<file path="src/rtl/gpu_node_router.sv">
// gpu_node_router: one-GPU leaf router with a local NI port and NUM_SPINES spine ports.
// Every input has a FIFO_DEPTH-deep FIFO, and every output has one register stage.
// The local input routes to gpu_out (loopback) or to a spine. Spine inputs route only
// to gpu_out; anything else arriving on a spine is discarded.
// Optional build macro GPU_NODE_ROUTER_STATS_EN enables saturating drop/delivery counters.
module gpu_node_router #(
  parameter int unsigned DWIDTH     = 16,
  parameter int unsigned NUM_SPINES = 4,
  parameter int unsigned FIFO_DEPTH = 4,
  parameter logic [5:0]  LOCAL_ADDR = 6'd7
) (
  input  logic                         clk,
  input  logic                         reset,
  input  logic [DWIDTH-1:0]            gpu_in_data,
  input  logic                         gpu_in_valid,
  output logic                         gpu_in_ready,
  output logic [DWIDTH-1:0]            gpu_out_data,
  output logic                         gpu_out_valid,
  input  logic                         gpu_out_ready,
  input  logic [NUM_SPINES*DWIDTH-1:0] spine_in_data,
  input  logic [NUM_SPINES-1:0]        spine_in_valid,
  output logic [NUM_SPINES-1:0]        spine_in_ready,
  output logic [NUM_SPINES*DWIDTH-1:0] spine_out_data,
  output logic [NUM_SPINES-1:0]        spine_out_valid,
  input  logic [NUM_SPINES-1:0]        spine_out_ready,
  output logic [15:0]                  drop_cnt,
  output logic [15:0]                  local_rx_cnt
);

  localparam int unsigned NIN = NUM_SPINES + 1;
  localparam int unsigned PW  = $clog2(FIFO_DEPTH);
  localparam int unsigned SW  = $clog2(NUM_SPINES);
  localparam int unsigned RW  = $clog2(NIN);
  localparam int unsigned AW  = 6;

  // Input index 0 is the local NI; input i+1 is spine i.
  logic [DWIDTH-1:0] in_data [NIN];
  logic [DWIDTH-1:0] head    [NIN];
  logic [NIN-1:0]    in_valid, in_ready, full, empty, push, pop, gpu_req, drop_c;

  assign in_data[0]   = gpu_in_data;
  assign in_valid[0]  = gpu_in_valid;
  assign gpu_in_ready = in_ready[0];

  for (genvar i = 0; i < NUM_SPINES; i++) begin : g_spine_in
    assign in_data[i+1]      = spine_in_data[i*DWIDTH +: DWIDTH];
    assign in_valid[i+1]     = spine_in_valid[i];
    assign spine_in_ready[i] = in_ready[i+1];
  end

  // Per-input FIFOs. The extra pointer bit makes full and empty exact at FIFO_DEPTH.
  for (genvar j = 0; j < NIN; j++) begin : g_fifo
    logic [DWIDTH-1:0] mem_q [FIFO_DEPTH];
    logic [PW:0]       wptr_q, rptr_q;

    assign empty[j]    = (wptr_q == rptr_q);
    assign full[j]     = (wptr_q[PW] != rptr_q[PW]) && (wptr_q[PW-1:0] == rptr_q[PW-1:0]);
    assign in_ready[j] = !full[j] && !reset;
    assign push[j]     = in_valid[j] && in_ready[j];
    assign head[j]     = mem_q[rptr_q[PW-1:0]];
    assign gpu_req[j]  = !empty[j] && (head[j][DWIDTH-1 -: AW] == LOCAL_ADDR);
    // A spine head that is not addressed to this node is dropped.
    assign drop_c[j]   = (j != 0) && !empty[j] && !gpu_req[j];

    // Pointer update; a push and a pop in the same cycle leave occupancy unchanged.
    always_ff @(posedge clk or posedge reset) begin
      if (reset) begin
        wptr_q <= '0;
        rptr_q <= '0;
      end else begin
        if (push[j]) wptr_q <= wptr_q + (PW+1)'(1);
        if (pop[j])  rptr_q <= rptr_q + (PW+1)'(1);
      end
    end

    // Storage write. The array is not reset; the pointers alone define its contents.
    always_ff @(posedge clk) begin
      if (push[j]) mem_q[wptr_q[PW-1:0]] <= in_data[j];
    end
  end

  logic [RW-1:0]     rr_q, rr_d, grant_idx;
  logic [RW:0]       cand;
  logic              grant_vld, gpu_can, gpu_load;
  logic [DWIDTH-1:0] gpu_data_q, gpu_data_d;
  logic              gpu_valid_q, gpu_valid_d;
  logic [DWIDTH-1:0] sp_data_q [NUM_SPINES];
  logic [NUM_SPINES-1:0] sp_valid_q, sp_load;
  logic [SW-1:0]     tgt;
  logic              loc_fwd;

  assign tgt     = head[0][DWIDTH-AW +: SW];
  assign loc_fwd = !empty[0] && !gpu_req[0];

  // Round-robin arbitration for gpu_out, local-to-spine forwarding, and pop generation.
  always_comb begin
    pop         = drop_c;
    grant_vld   = 1'b0;
    grant_idx   = '0;
    cand        = '0;
    gpu_load    = 1'b0;
    sp_load     = '0;
    rr_d        = rr_q;
    gpu_data_d  = gpu_data_q;
    gpu_valid_d = gpu_valid_q;
    gpu_can     = !gpu_valid_q || gpu_out_ready;

    for (int unsigned k = 0; k < NIN; k++) begin
      cand = (RW+1)'(rr_q) + (RW+1)'(k);
      if (cand >= (RW+1)'(NIN)) cand = cand - (RW+1)'(NIN);
      if (!grant_vld && gpu_req[cand[RW-1:0]]) begin
        grant_vld = 1'b1;
        grant_idx = cand[RW-1:0];
      end
    end

    if (grant_vld && gpu_can) begin
      gpu_load       = 1'b1;
      pop[grant_idx] = 1'b1;
      rr_d           = (grant_idx == RW'(NIN-1)) ? '0 : grant_idx + RW'(1);
      gpu_data_d     = head[grant_idx];
      gpu_valid_d    = 1'b1;
    end else if (gpu_out_ready) begin
      gpu_valid_d = 1'b0;
    end

    // The local head waits in place while its target spine register is blocked.
    if (loc_fwd && (!sp_valid_q[tgt] || spine_out_ready[tgt])) begin
      sp_load[tgt] = 1'b1;
      pop[0]       = 1'b1;
    end
  end

  // gpu_out register and the round-robin pointer.
  always_ff @(posedge clk or posedge reset) begin
    if (reset) begin
      gpu_data_q  <= '0;
      gpu_valid_q <= 1'b0;
      rr_q        <= '0;
    end else begin
      gpu_data_q  <= gpu_data_d;
      gpu_valid_q <= gpu_valid_d;
      rr_q        <= rr_d;
    end
  end

  assign gpu_out_data  = gpu_data_q;
  assign gpu_out_valid = gpu_valid_q;

  for (genvar s = 0; s < NUM_SPINES; s++) begin : g_spine_out
    // Spine output register; holds while valid and not ready.
    always_ff @(posedge clk or posedge reset) begin
      if (reset) begin
        sp_data_q[s]  <= '0;
        sp_valid_q[s] <= 1'b0;
      end else if (sp_load[s]) begin
        sp_data_q[s]  <= head[0];
        sp_valid_q[s] <= 1'b1;
      end else if (spine_out_ready[s]) begin
        sp_valid_q[s] <= 1'b0;
      end
    end
    assign spine_out_data[s*DWIDTH +: DWIDTH] = sp_data_q[s];
  end

  assign spine_out_valid = sp_valid_q;

`ifdef GPU_NODE_ROUTER_STATS_EN
  logic [15:0] drop_cnt_q, drop_cnt_d, rx_cnt_q, rx_cnt_d;
  logic [16:0] drop_sum;

  // Saturating next-state for the drop and delivery counters.
  always_comb begin
    drop_sum   = 17'(drop_cnt_q) + 17'($countones(drop_c));
    drop_cnt_d = drop_sum[16] ? 16'hFFFF : drop_sum[15:0];
    rx_cnt_d   = rx_cnt_q;
    if (gpu_valid_q && gpu_out_ready && (rx_cnt_q != 16'hFFFF)) rx_cnt_d = rx_cnt_q + 16'd1;
  end

  // Counter registers.
  always_ff @(posedge clk or posedge reset) begin
    if (reset) begin
      drop_cnt_q <= '0;
      rx_cnt_q   <= '0;
    end else begin
      drop_cnt_q <= drop_cnt_d;
      rx_cnt_q   <= rx_cnt_d;
    end
  end

  assign drop_cnt     = drop_cnt_q;
  assign local_rx_cnt = rx_cnt_q;
`else
  assign drop_cnt     = '0;
  assign local_rx_cnt = '0;
`endif

endmodule

</file>
<file path="config.mk">
export PLATFORM = sky130hd
export DESIGN_NAME = gpu_node_router
export DESIGN_NICKNAME = d
export VERILOG_FILES = /design/src/rtl/gpu_node_router.sv
export SDC_FILE = /design/constraint.sdc
export NUM_CORES = 1
export LEC_CHECK = 0
export CORE_MARGIN = 2
export CORE_UTILIZATION = 56
export DETAILED_ROUTE_END_ITERATION = 7
export GPL_TIMING_DRIVEN = 0
export PLACE_DENSITY_LB_ADDON = 0.1
export RECOVER_POWER = 50
export SYNTH_ARGS = -nofsm -noshare
export SYNTH_HDL_FRONTEND = slang
export SYNTH_SLANG_ARGS = --single-unit
</file>
<file path="constraint.sdc">
create_clock -name clk -period 4.87 [get_ports clk]
set_input_delay 0.487 -clock clk [delete_from_list [all_inputs] [get_ports clk]]
set_output_delay 0.487 -clock clk [all_outputs]
set_load 0.01 [all_outputs]
</file>
==> impl_results.md, run 1 <==
- Placeable Area: 32,400 µm²
- Asr flop ratio synth: 0.269
- Part of the Yosys area used for sequential elements: 0.684
- Die Y: 185 µm
- Fin crit period: 4660 ps
- RSZ-0062 raised after global routing: false
- Sink Count: 438
- Top delay family on crit path: compound AO/OA/AOI/OAI gates
- Fin cells: 1,851
- DP Cell Count: 1,774
- Psw: 5.27 mW
- Logic pwr share: 0.425
- Std-Cell Rows: 66
- Fillers: 2,189
- Iter 0 DRT Violations: 704
- Power share of the clock group: 0.224
- P_int: 9.64 mW
- Number of max-cap violations: 2
- Worst slew pin tran: 2060 ps
- Hpwl dp: 26,600 µm
- Die X: 185 µm
- Initial Utilization: 0.567
- Diode count: 0
- Switching Fraction: 0.354
- Slew Viols, Final: 121
- Commonest non-fill, non-tap cell in the layout: edfxtp_1
- Drt via density: 5.60
- DRC violations left: 0
- Worst hold margin: 456 ps
- Post-CTS Setup Inserts: 0
- Total congestion overflow: 0
- Final period utilization: 0.956
- Fmax: 215 MHz
- Crit path cell chain: clkbuf_1 -> nand4b_1 -> nor3b_1 -> o31ai_1 -> a21oi_1 -> a221oi_1 -> a221oi_1 -> nand4b_1 -> and2_1 -> nand2_1 -> clkbuf_1 -> ha_1 -> mux2_2
- Min-delay worst type: flip-flop to flip-flop
- Synth Cell Area: 18,400 µm²
- Root Driver: clkbuf_16
- TritonCTS buffer count: 43
- Syn_area_per_cell: 16.4 µm²
- First-pass GRT wire length: 58,500 µm
- FF+latch count, synth: 438
- IO Pins: 214
- IO buf count: 181
- CP startpoint kind: flip-flop
- WL final: 38,000 µm
- Final nets: 1,505
- CTS H-tree lvls: 2
- Reg clk slew, reported paths: 60 ps
- CP arrival: 5080 ps
- Max Fanout on Critical Path: 10
- Leakage: 8.21 nW
- CTS tree: done
- Crit path required time: 5290 ps
- Gate Count Post-Synth: 1,119
- Failing checks: capacitance limit, slew limit
- WP buf/inv: 2
- Antenna viol nets, final: 0
- GPL Wtd Cong: 0.858
- Total routing usage reported by global routing: 0.228
- Pin count of the biggest net entering global routing: 78
- Crit end category: flip-flop
- Post-cts repair resize count: 0
- Ys flop type: edfxtp_1
- Clk_lat worst skew: 550 ps
- Critical setup path kind: flip-flop to flip-flop
- Seq pwr share: 0.352
- Pwr dens: 669 nW/µm²
- Number of enable flip-flop cells after synthesis: 320
- WL/cell: 20.5 µm
- Top cell type's share of synthesized area: 0.523
- Post-synthesis cell type count: 69
- Top post-synthesis cells by area: edfxtp_1 52%, dfrtp_1 16%, mux4_2 7.5%, mux2_2 3.7%, ha_1 2.4%
- Vias in the first global route: 10,224
- Highest-count cells in the layout ignoring fill and taps: 320 x edfxtp_1, 117 x dfrtp_1, 117 x dlygate4sd3_1
- Post-cts hold buffer count: 0
- Drt pass-1 iters: 5
- Crit-path slowest cell: a21oi_1
- Clk buf depth: 3
- Initial antenna violation count: 2
- Vias: 10,363
- Status: complete, but fails checks
- Setup Viol. Count Final: 0
- Area delta synth->final: 21.5%
- Share of layout cells above drive strength 1: 0.180
- Ys Warns: 0
- Skew final: 21.3 ps
- Cell taking the most area after synthesis: edfxtp_1
- Peak VDD IR: 0.353 mV
- Die footprint: 34,200 µm²
- Max incr delay on CP: 760 ps
- Flop2flop setup slack: 210 ps
- Final Hold Fails: 0
- Max-slew headroom: -0.381
-- path summary, 6_finish.rpt --
kind	from	end	cells after the start
max	g_fifo[2].rptr_q[1]	rr_q[1]	13
min	gpu_out_data[10]	gpu_out_data[10]	1
max reg2reg	g_fifo[2].rptr_q[1]	rr_q[1]	13
min reg2reg	gpu_out_data[10]	gpu_out_data[10]	1
max in group asynchronous	reset	g_fifo[4].wptr_q[1]	3
min in group asynchronous	reset	g_fifo[0].wptr_q[0]	2
-- per-layer routing --
metal | GRT usage | up-vias | share of wire
li1 | - | 4759 | -
met1 | 0.331 | 5185 | 0.44
met2 | 0.367 | 360 | 0.47
met3 | 0.0342 | 57 | 0.064
met4 | 0.0559 | 2 | 0.019
met5 | 0 | - | 0.00029
-- sequential cells by signal, summed over array words and instances, names as in the netlist --
| signal | count |
|---|---|
| g_fifo.mem_q | 320 |
| g_fifo.rptr_q | 15 |
| g_fifo.wptr_q | 15 |
| gpu_out_data | 16 |
| gpu_out_valid | 1 |
| rr_q | 3 |
| spine_out_data | 64 |
| spine_out_valid | 4 |
-- cells in the mapped netlist (5+ instances only) --
cell and instances:
a21o_1 15, a21oi_1 28, and2_1 15, and3_1 41
buf_2 9, buf_4 33, clkbuf_1 31, dfrtp_1 118
edfxtp_1 320, ha_1 35, inv_1 21, mux2_2 60
mux4_2 61, nand2_1 32, nand2b_1 30, nand3_1 20
nand4b_1 17, nor2_1 46, nor2b_1 6, nor3_1 19
nor3b_1 6, o211ai_1 5, o21ai_0 27, o22ai_1 5
o31ai_1 6, o41a_1 11, xnor2_1 17, xor2_1 21
-- final cells by class --
class / count / area (µm²) / share of cell area
Buffer: 75 / 424 / 0.0190
Clock buffer: 65 / 1290 / 0.0578
Clock inverter: 12 / 154 / 0.00690
Inverter: 24 / 91.3 / 0.00410
Multi-Input combinational cell: 613 / 5410 / 0.242
Sequential cell: 438 / 12600 / 0.563
Tap cell: 442 / 553 / 0.0248
Timing Repair Buffer: 182 / 1820 / 0.0815
-- through the flow --
step                      power, mW  cell area (µm²)  setup slack (ps)  setup TNS [ps]   util
final                          14.9            22300               212               0  0.689
after floorplan                9.46            18500              1060               0      -
after CTS                      15.0            22300               180               0  0.689
after global routing           15.8            22300              20.3               0  0.689
after detailed placement       11.7            20900               212               0  0.645
after global placement         11.5            20800             -1210         -141630  0.644
-- cell families (layout without fill, tap and decap cells) --
family                   Yosys count  count (layout)  share of synthesized area
flip-flops                       438             438                      0.684
AND/OR/NAND/NOR                  255             255                     0.0798
multiplexers                     127             127                      0.115
AO/OA/AOI/OAI                    124             124                     0.0486
buffers and inverters             99             358                     0.0280
XOR/XNOR                          39              39                     0.0190
adder cells (fa/ha/maj)           36              36                     0.0249
other                              1              32                   0.000204
-- power groups by stage --
stage                     logic [mW]  registers (mW)  clock network, mW
after CTS                       6.39            5.26               3.40
after floorplan                 4.11            5.35                  0
final                           6.34            5.24               3.33
after detailed placement        6.35            5.33                  0
after global placement          6.24            5.30                  0
after global routing            6.88            5.33               3.55
Power figures use the tool's default switching activity.
==> inputs of run 2 (changes only) <==
==> constraint.sdc (replaced) <==
create_clock -name clk -period 4.87 [get_ports clk]
set_input_delay 0.974 -clock clk [delete_from_list [all_inputs] [get_ports clk]]
set_output_delay 0.974 -clock clk [all_outputs]
set_load 0.01 [all_outputs]
==> impl_results.md, run 2 (synthesis gave the netlist of run 1 again) <==
- Status: complete, but fails checks
- Failing checks: capacitance limit, slew limit
- Final WS setup: 215 ps
- Crit end category: flip-flop
- P_int: 9.64 mW
- Reg clk slew, reported paths: 70 ps
- Most Crowded Layer GR: met2
- Fmax: 215 MHz
- Drt via density: 5.61
- Die footprint: 34,200 µm²
- Worst R2R Path Depth: 14
- Worst slew pin tran: 2050 ps
- First-pass GRT wire length: 58,500 µm
- Area delta synth->final: 21.4%
- Met2 Use GR: 0.367
- Fin crit period: 4650 ps
- Commonest non-fill, non-tap cell in the layout: edfxtp_1
- Worst hold path depth: 1
- Final Util: 0.689
- Logic pwr share: 0.424
- Worst hold margin: 456 ps
- Total Power: 14.9 mW
- Global-route track usage on met3: 0.0342
- Iter 0 DRT Violations: 712
- Peak VDD IR: 0.352 mV
- Placeable Area: 32,400 µm²
- Max-slew headroom: -0.372
- Seq pwr share: 0.352
- Pin count of the biggest net entering global routing: 78
- WL/cell: 20.5 µm
- Crit-path slowest cell: mux4_2
- Die X: 185 µm
- CP arrival: 5070 ps
- Pwr dens: 668 nW/µm²
- Design Area, Final: 22,300 µm²
- Crit path top cell by count: clkbuf_1
- Root Driver: clkbuf_16
- Final period utilization: 0.956
- Max reg flops: 320
- Skew final: 22.0 ps
- Die Y: 185 µm
- Highest-count cells in the layout ignoring fill and taps: 320 x edfxtp_1, 117 x dfrtp_1, 115 x dlygate4sd3_1
- Final nets: 1,505
- Number of max-cap violations: 2
- DRC violations left: 0
- Leakage: 8.21 nW
- WP buf/inv: 3
- CTS H-tree lvls: 2
- Total negative slack: 0 ps
- Drt pass-1 iters: 5
- GPL Wtd Cong: 0.858
- Std-Cell Rows: 66
- Min-delay worst type: flip-flop to flip-flop
- Critical setup path kind: flip-flop to flip-flop
- Diode count: 0
- Slew Viols, Final: 121
- WL final: 37,900 µm
- Met1 Use GR: 0.331
- Power share of the clock group: 0.224
- Post-DP Area: 20,900 µm²
- RSZ-0062 raised after global routing: false
- DP Cell Count: 1,774
- Hpwl dp: 26,600 µm
- Share of layout cells above drive strength 1: 0.180
- Antenna viol nets, final: 0
- Crit path required time: 5290 ps
- IO Pins: 214
- Total congestion overflow: 0
- Crit path cell chain: clkbuf_1 -> mux4_2 -> buf_4 -> and4bb_4 -> nand3_4 -> nand3_1 -> a32o_1 -> a221oi_1 -> nand4b_1 -> and2_1 -> nand2_1 -> clkbuf_1 -> ha_1 -> mux2_2
- TritonCTS buffer count: 43
- CP startpoint kind: flip-flop
- Max incr delay on CP: 600 ps
- Place WS: 212 ps
- Post-cts hold buffer count: 0
- Clk_lat worst skew: 550 ps
- Sink Count: 438
- Initial Utilization: 0.567
- Fin cells: 1,851
- Clk buf depth: 3
- IO buf count: 181
- CTS tree: done
- Switching Fraction: 0.353
- WP depth: 14
- Psw: 5.26 mW
- Max Fanout on Critical Path: 10
- Vias: 10,376
- Initial antenna violation count: 2
- Final Hold Fails: 0
- Top delay family on crit path: buffers and inverters
- Setup Viol. Count Final: 0
- Total routing usage reported by global routing: 0.228
- Vias in the first global route: 10,224
## run 2: cell types whose count changed in the layout (fill, tap and decap cells not counted), sizes merged
cell and delta:
buf +1, clkbuf -1, clkdlybuf4s50 +2, dlygate4sd3 -2
## run 2: power groups by stage
stage	registers (mW)	logic [mW]	clock network, mW
2_1_floorplan	5.35	4.11	0
3_3_place_gp	5.30	6.24	0
3_5_place_dp	5.33	6.35	0
4_1_cts	5.26	6.39	3.40
5_1_grt	5.33	6.88	3.55
6_report	5.24	6.32	3.33
## run 2: worst paths after layout
kind / startpoint / endpoint / slack, ps
hold reg to reg: gpu_out_data[10] / gpu_out_data[10] / 460
setup / recovery: g_fifo[0].rptr_q[0] / rr_q[1] / 220
hold / removal: gpu_out_data[10] / gpu_out_data[10] / 460
max in group asynchronous: reset / g_fifo[4].wptr_q[1] / 650
setup reg to reg: g_fifo[0].rptr_q[0] / rr_q[1] / 220
min in group asynchronous: reset / g_fifo[0].wptr_q[0] / 1790
## run 2: timing repair
item                                    4_1_cts  5_1_grt
hold endpoints to repair                      0        0
gates resized for setup                       0        6
setup buffers                                 0        0
endpoints found under the setup margin        0       20
## run 2: layout make-up
cell class	count	area (µm²)
fillers	2190	10100
multi-input cells	613	5410
flip-flops and latches	438	12600
plain buffers	75	418
well taps	442	553
clock buffers	65	1290
inverters	24	91.3
repair buffers	182	1820
clock inverters	12	154
## run 2: metal layers
layer,part of all wire,up-vias
met1,0.44,5184
li1,-,4760
met2,0.47,378
met4,0.018,2
met3,0.063,52
met5,0.00029,-
==> inputs of run 3 (changes only) <==
--- a/config.mk
+++ b/config.mk
@@ -11,6 +11,7 @@
 export GPL_TIMING_DRIVEN = 0
 export PLACE_DENSITY_LB_ADDON = 0.1
 export RECOVER_POWER = 50
+export SLEW_MARGIN = 20
 export SYNTH_ARGS = -nofsm -noshare
 export SYNTH_HDL_FRONTEND = slang
 export SYNTH_SLANG_ARGS = --single-unit
==> constraint.sdc (replaced) <==
create_clock -name clk -period 4.87 [get_ports clk]
set_input_delay 0.487 -clock clk [delete_from_list [all_inputs] [get_ports clk]]
set_output_delay 0.487 -clock clk [all_outputs]
set_load 0.01 [all_outputs]
==> impl_results.md, run 3 (synthesis gave the netlist of run 1 again) <==
- Final Hold Fails: 0
- CP startpoint kind: flip-flop
- WL/cell: 20.5 µm
- Area delta synth->final: 22.0%
- Total routing usage reported by global routing: 0.227
- Total congestion overflow: 0
- Root Driver: clkbuf_16
- Skew final: 20.5 ps
- Vias: 10,403
- Clk buf depth: 3
- Multi-input gate area: 5410 µm²
- Vias in the first global route: 10,215
- Failing checks: capacitance limit, slew limit
- IO buf count: 181
- Post-CTS Setup Inserts: 0
- Reg area: 12,600 µm²
- Crit path required time: 5350 ps
- Pin count of the biggest net entering global routing: 78
- Setup Viol. Count Final: 0
- Max-slew headroom: -0.359
- Sink Count: 438
- WL final: 38,100 µm
- Placeable Area: 32,400 µm²
- CTS H-tree lvls: 2
- Post-cts repair resize count: 0
- Fillers: 2,207
- Drt via density: 5.59
- Max Fanout on Critical Path: 10
- First-pass GRT wire length: 58,600 µm
- Final nets: 1,507
- Commonest non-fill, non-tap cell in the layout: edfxtp_1
- Post-cts hold buffer count: 0
- Worst slew pin tran: 2030 ps
- Fmax: 217 MHz
- Hpwl dp: 26,600 µm
- DRC violations left: 0
- Status: complete, but fails checks
- Highest-count cells in the layout ignoring fill and taps: 320 x edfxtp_1, 118 x dlygate4sd3_1, 117 x dfrtp_1
- Fin crit period: 4610 ps
- Die footprint: 34,200 µm²
- IO Pins: 214
- Worst hold margin: 456 ps
- Leakage: 8.26 nW
- CP arrival: 5090 ps
- Reg clk slew, reported paths: 60 ps
- Drt pass-1 iters: 6
- RSZ-0062 raised after global routing: false
- Final period utilization: 0.947
- Critical setup path kind: flip-flop to flip-flop
- Slew Viols, Final: 121
- Std-Cell Rows: 66
- Share of layout cells above drive strength 1: 0.183
- Peak VDD IR: 0.323 mV
- GPL Wtd Cong: 0.858
- Die X: 185 µm
- Die Y: 185 µm
- Pwr dens: 674 nW/µm²
- Antenna viol nets, final: 0
- Max reg flops: 320
- Initial Utilization: 0.567
- CTS tree: done
- Number of max-cap violations: 2
- Iter 0 DRT Violations: 780
- Initial antenna violation count: 4
- TritonCTS buffer count: 45
- Total Power: 15.1 mW
- Min-delay worst type: flip-flop to flip-flop
- Crit end category: flip-flop
- Clk_lat worst skew: 550 ps
[run 3: power breakdown]
| part | switching, mW | internal [mW] | total (mW) |
|---|---|---|---|
| Sequential | 0.390 | 4.86 | 5.25 |
| Clock | 1.40 | 2.11 | 3.51 |
| Combinational | 3.54 | 2.80 | 6.34 |
| Total | 5.33 | 9.77 | 15.1 |
[run 3: area by class of cell]
| type | instances | share of cell area |
|---|---|---|
| Sequential cell | 438 | 0.561 |
| Antenna cell | 2 | 0.000223 |
| Multi-Input combinational cell | 613 | 0.242 |
| Clock inverter | 33 | 0.0164 |
| Buffer | 75 | 0.0190 |
| Timing Repair Buffer | 182 | 0.0811 |
| Inverter | 24 | 0.00408 |
| Tap cell | 442 | 0.0247 |
| Clock buffer | 51 | 0.0522 |
[run 3: per-stage QoR]
step | std cells | instance area, µm² | TNS (ps) | util | setup slack [ps]
2_1_floorplan | 1150 | 18500 | 0 | - | 1060
3_3_place_gp | 1773 | 20800 | -141630 | 0.644 | -1210
3_5_place_dp | 1774 | 20900 | 0 | 0.645 | 212
4_1_cts | 1858 | 22400 | 0 | 0.692 | 161
5_1_grt | 1859 | 22400 | 0 | 0.692 | 24.2
6_report | 1860 | 22400 | 0 | 0.692 | 260
[run 3: critical path, cell delays in order, from the launching register on]
cell and delay, ps:
dfrtp_1 410, buf_2 190, inv_2 180, ha_1 180
inv_1 50, fa_1 430, a21o_1 220, nand2_1 80
a21boi_1 310, nor3_1 80, o21ai_0 420, o211ai_1 250
nor3_2 320, o2bb2ai_1 280, buf_2 340, buf_2 270
buf_2 300, o21ai_0 140, nand4_1 110
[run 3: path summary, 6_finish.rpt]
kind / cells past startpoint / from / slack [ps] / to
min in group asynchronous: 2 / reset / 1290 / g_fifo[0].wptr_q[0]
min reg2reg: 1 / gpu_out_data[10] / 460 / gpu_out_data[10]
max reg2reg: 18 / rr_q[0] / 260 / g_fifo[0].rptr_q[2]
min: 1 / gpu_out_data[10] / 460 / gpu_out_data[10]
max in group asynchronous: 3 / reset / 1020 / gpu_out_data[11]
max: 18 / rr_q[0] / 260 / g_fifo[0].rptr_q[2]
[run 3: per-layer routing]
layer	vias up	GRT usage	routed length [µm]
met2	349	0.360	17900
li1	4791	-	-
met4	2	0.0683	944
met3	71	0.0421	2440
met1	5190	0.326	16900
met5	-	0	13
